File: src/rtl/divisor_frecuencia.sv
// -----------------------------------------------------------------------------
// divisor_frecuencia
//   Integer clock divider producing the bit-rate clock for the UART/Bluetooth
//   TX path. clk_in is divided by DIV into a near-50%-duty clk_div. A one-cycle
//   clk_in-domain strobe (tick) marks the last cycle of every clk_div period,
//   for logic that stays on clk_in.
//
//   DIV = DIV_OVERRIDE when nonzero, otherwise round(CLK_FREQ / BAUD).
//   Low phase lasts DIV - DIV/2 cycles and high phase DIV/2 cycles, so an odd
//   DIV gives a low phase that is one cycle longer.
//
// Ports
//   clk_in   in   1  system clock, all logic on its rising edge
//   reset    in   1  asynchronous, active-high reset
//   clk_div  out  1  divided clock, period DIV clk_in cycles, straight from a flop
//   tick     out  1  one-cycle pulse while the internal counter equals DIV-1
// -----------------------------------------------------------------------------
module divisor_frecuencia #(
  parameter int CLK_FREQ     = 50_000_000,
  parameter int BAUD         = 9600,
  parameter int DIV_OVERRIDE = 0
) (
  input  logic clk_in,
  input  logic reset,
  output logic clk_div,
  output logic tick
);

  localparam int DIV      = (DIV_OVERRIDE != 0) ? DIV_OVERRIDE
                                                : (CLK_FREQ + BAUD / 2) / BAUD;
  localparam int W        = $clog2(DIV);
  localparam int LOW_CYC  = DIV - DIV / 2;

  localparam logic [W-1:0] LAST_CNT = W'(DIV - 1);
  localparam logic [W-1:0] LOW_CNT  = W'(LOW_CYC);

  // A divider of 0 or 1 has no meaningful output; refuse to elaborate it.
  generate
    if (DIV < 2) begin : g_div_check
      $error("divisor_frecuencia: DIV must be at least 2");
    end
  endgenerate

  logic [W-1:0] cnt_r;
  logic [W-1:0] cnt_nxt_s;

  // Next counter value: wrap from DIV-1 straight back to 0, no extra cycle.
  always_comb begin
    cnt_nxt_s = {W{1'b0}};
    if (cnt_r == LAST_CNT) begin
      cnt_nxt_s = {W{1'b0}};
    end else begin
      cnt_nxt_s = cnt_r + W'(1);
    end
  end

  // Counter and output flops. Both outputs are decoded from the next count so
  // that, once registered, clk_div == (cnt_r >= LOW_CNT) and tick == (cnt_r == DIV-1).
  always_ff @(posedge clk_in or posedge reset) begin
    if (reset) begin
      cnt_r   <= {W{1'b0}};
      clk_div <= 1'b0;
      tick    <= 1'b0;
    end else begin
      cnt_r   <= cnt_nxt_s;
      clk_div <= (cnt_nxt_s >= LOW_CNT);
      tick    <= (cnt_nxt_s == LAST_CNT);
    end
  end

endmodule

File: config.mk
export PLATFORM = sky130hd
export DESIGN_NAME = divisor_frecuencia
export DESIGN_NICKNAME = d
export VERILOG_FILES = /design/src/rtl/divisor_frecuencia.sv
export SDC_FILE = /design/constraint.sdc
export NUM_CORES = 1
export LEC_CHECK = 0
export ABC_AREA = 1
export ABC_CLOCK_PERIOD_IN_PS = 1400
export BUFFER_PORTS_ARGS = -buffer_cell sky130_fd_sc_hd__buf_2
export CORE_MARGIN = 3
export CORE_UTILIZATION = 35
export DETAILED_ROUTE_END_ITERATION = 8
export GPL_TIMING_DRIVEN = 0
export PLACE_DENSITY_LB_ADDON = 0.12
export SLEW_MARGIN = 20
export SYNTH_ARGS = -nofsm -noshare
export SYNTH_HDL_FRONTEND = slang
export SYNTH_SLANG_ARGS = --single-unit
File: constraint.sdc
create_clock -name clk_in -period 1.4 [get_ports clk_in]
set_clock_uncertainty 0.05 [all_clocks]
set_input_delay 0.07 -clock clk_in [delete_from_list [all_inputs] [get_ports clk_in]]
set_output_delay 0.07 -clock clk_in [all_outputs]
set_load 0.03 [all_outputs]
==> flow_summary.yaml <==
outcome:
  outcome: "complete, but fails checks"
  violations: "setup timing"
routing:
  drt_iter0_drc: 27
  viasPerCell: 4.57
  drt-pass1-iter-count: 4
  routed-via-count: 795
  drt.antenna.violating_nets: 0
  wl_per_cell_um: 10.9
  routed_wl_um: 1900
  drc: 0
clocking:
  cts_tree: "built"
  clk-insertion-delay-late_ps: 290
  cts.clk_slew.worst_paths_ps: 100
  htree_levels: 1
  cts_root_buffer: "clkbuf_4"
  cts_max_path_buffers: 2
  cts_buffers: 3
  cts.sinks: 15
cells_and_area:
  antennaDiodeCount: 0
  nNetsFinal: 149
  drive_above_1_share_pct: 26.4
  fin_util_pct: 44.0
  area_growth_pct: 18.1
  fill_cells: 250
timing:
  setup_tns_ps: -399
  rsz0062_at_grt: "true"
  finalSetupViolCount: 4
  fin_crit_ps: 1600
  max_freq_mhz: 626
  post-route-period-util_pct: 114
  hold_viol_final: 0
  relSlewSlack_pct: 59.9
  tightest_slew_ps: 601
  slew_viol_final: 0
  fin_ws_ps: -197
setup_path:
  cp_top_family: "simple AND/OR/NAND/NOR gates"
  critPathKind: "flop to flop"
  cp_max_fo: 8
  cp_slowest_stage_delay_ps: 410
  crit_chain: "ha_4 > nand2_4 > nor2_4 > buf_6 > nand3_1 > nand2_1 > nand3_1 > nand2_1 > nor2_2 > nand3_1 > nand3_1"
  crit_top_cell: "nand3_1"
  arrival_ps: 1720
  critical_path_buf_inv_count: 1
  reg2reg_to: "clk_div"
  reg2regPathDepth: 11
  cp-start-kind: "flop"
  r2r_start: "cnt_r[0]"
  reg2reg_setup_slack_ps: -200
  crit_path_end_kind: "flop"
  crit_slowest_cell: "dfrtp_2"
  crit_required_ps: 1520
global_routing:
  first_global_vias: 730
  grt.total_usage_pct: 13.6
  grt_max_degree: 16
  antenna_found_initial: 0
  grt_pass1_wl_um: 3390
  gr-total-overflow: 0
power:
  vdd_drop_max_mv: 0.443
  pwr_density_cell_mw_per_mm2: 638
  leakage_uw: 0.000588
placement:
  io_buffers: 3
  gp_congestion: 0.824
  place_hpwl_um: 1460
floorplan:
  start_util_pct: 37.3
  dieArea_mm2: 0.00332
  core_mm2: 0.00250
  die_h_um: 57.6
  dieWidth_um: 57.6
  io-pin-count: 4
  rows: 18
run:
  drv_cap: 0
synthesis:
  synth.net_count: 134
  ys_ff_latch: 15
  synth.cell_area_um2: 932
  avgSynthCellArea_um2: 7.17
  synthCells: 130
  yosysSeqAreaShare_pct: 40.3
  ys_warn_count: 0
  synth_cell_types: 20
min_path:
  hold_path.class: "input port to asynchronous set/reset pin"
[cells in the final DEF, fill, tap and decap left out]
cell type / instances
o21ai_1: 1
nand2_1: 35
nand3_2: 3
buf_2: 3
nand4_1: 3
nand2_2: 6
xor2_1: 1
nor2_4: 3
o21ai_2: 1
nor2_1: 10
dlygate4sd3_1: 1
clkbuf_4: 3
inv_2: 4
nor2_2: 3
ha_4: 1
buf_4: 5
clkinv_1: 1
inv_1: 21
nand2_4: 1
o21ai_0: 1
dfrtp_1: 14
nand3_1: 15
ha_1: 1
clkinv_2: 2
buf_6: 1
xnor2_1: 1
dfrtp_2: 1
nor3_2: 1
a21oi_1: 1
[repair_timing]
action | CTS | global route
setup endpoints to repair | 8 | 7
resized for setup | 4 | 4
pin swaps | 3 | 3
endpoints found under the hold margin | 15 | 0
hold buffers | 1 | 0
buffers inserted | 3 | 3
[layout make-up]
cell class	count	area, µm²	area share (%)
Clock buffer	3	22.5	2.05
Tap cell	30	37.5	3.41
Sequential cell	15	377	34.2
Multi-Input combinational cell	88	483	43.9
Inverter	27	103	9.32
Clock inverter	1	5.00	0.455
Timing Repair Buffer	10	73.8	6.70
[sequential cells by signal, summed over array words and instances, names as in the netlist]
| name | flops |
|---|---|
| cnt_r | 13 |
| clk_div | 1 |
| tick | 1 |
[cell families (layout without fill, tap and decap cells)]
family / Yosys count / count (layout) / share of synthesized area (%)
buffers and inverters: 27 / 41 / 11.0
AND/OR/NAND/NOR: 80 / 80 / 42.0
AO/OA/AOI/OAI: 4 / 4 / 2.15
XOR/XNOR: 2 / 2 / 1.88
flip-flops: 15 / 15 / 40.3
adder cells (fa/ha/maj): 2 / 2 / 2.68
[routing by layer]
metal / part of all wire [%] / track usage [%]
met4: 0.79 / 4.97
met1: 53 / 19.3
met2: 44 / 20.5
met3: 2.1 / 2.71
met5: 0 / 0
[worst max-delay path by stage]
stage	from	endpoint	slack, ps	cells after the start
after floorplan	cnt_r[0]	clk_div	-80	9
after global placement	cnt_r[0]	clk_div	-340	10
after detailed placement	cnt_r[0]	clk_div	-340	10
after CTS	cnt_r[1]	clk_div	-210	10
after global routing	cnt_r[1]	clk_div	-340	11
final	cnt_r[0]	clk_div	-200	11
[worst reg2reg max path, delay by kind of cell (launching register included)]
kind | cells | cell delay [ps]
AND/OR/NAND/NOR | 9 | 730
buffers and inverters | 1 | 140
adder cells (fa/ha/maj) | 1 | 150
flip-flops | 1 | 410
[where the power goes]
part	total (µW)	switching [µW]	internal, µW
sequential	433	0	433
clock	258	152	106
combinational	12.1	9.12	2.93
[metrics by stage]
step | instance area (µm²) | worst slack [ps] | power [µW] | cells | hold slack, ps
finish | 1100 | -197 | 703 | 174 | 328
floorplan | 935 | -78.7 | 448 | 130 | -78.5
CTS | 1070 | -211 | 715 | 171 | 343
detailed placement | 987 | -339 | 452 | 163 | 124
global placement | 987 | -344 | 452 | 163 | 121
global route | 1100 | -342 | 739 | 174 | 381
[synth_stat cells]
cell       n  share of area [%]
nand2_1   36                 14
inv_1     22                8.9
nand3_1   16                8.6
dfrtp_1   15                 40
nor2_1    10                4.0
nand2_2    6                4.0
inv_2      3                1.2
nand4_1    3                2.0
nor2_2     3                2.0
nor2_4     3                3.6
ha_1       2                2.7
nand3_2    2                2.1
o21ai_1    2                1.1
a21oi_1    1               0.54
clkinv_1   1               0.40
clkinv_2   1               0.54
nor3_2     1                1.1
o21ai_0    1               0.54
xnor2_1    1               0.94
xor2_1     1               0.94
Note: power is estimated with default switching activity, not from simulation.
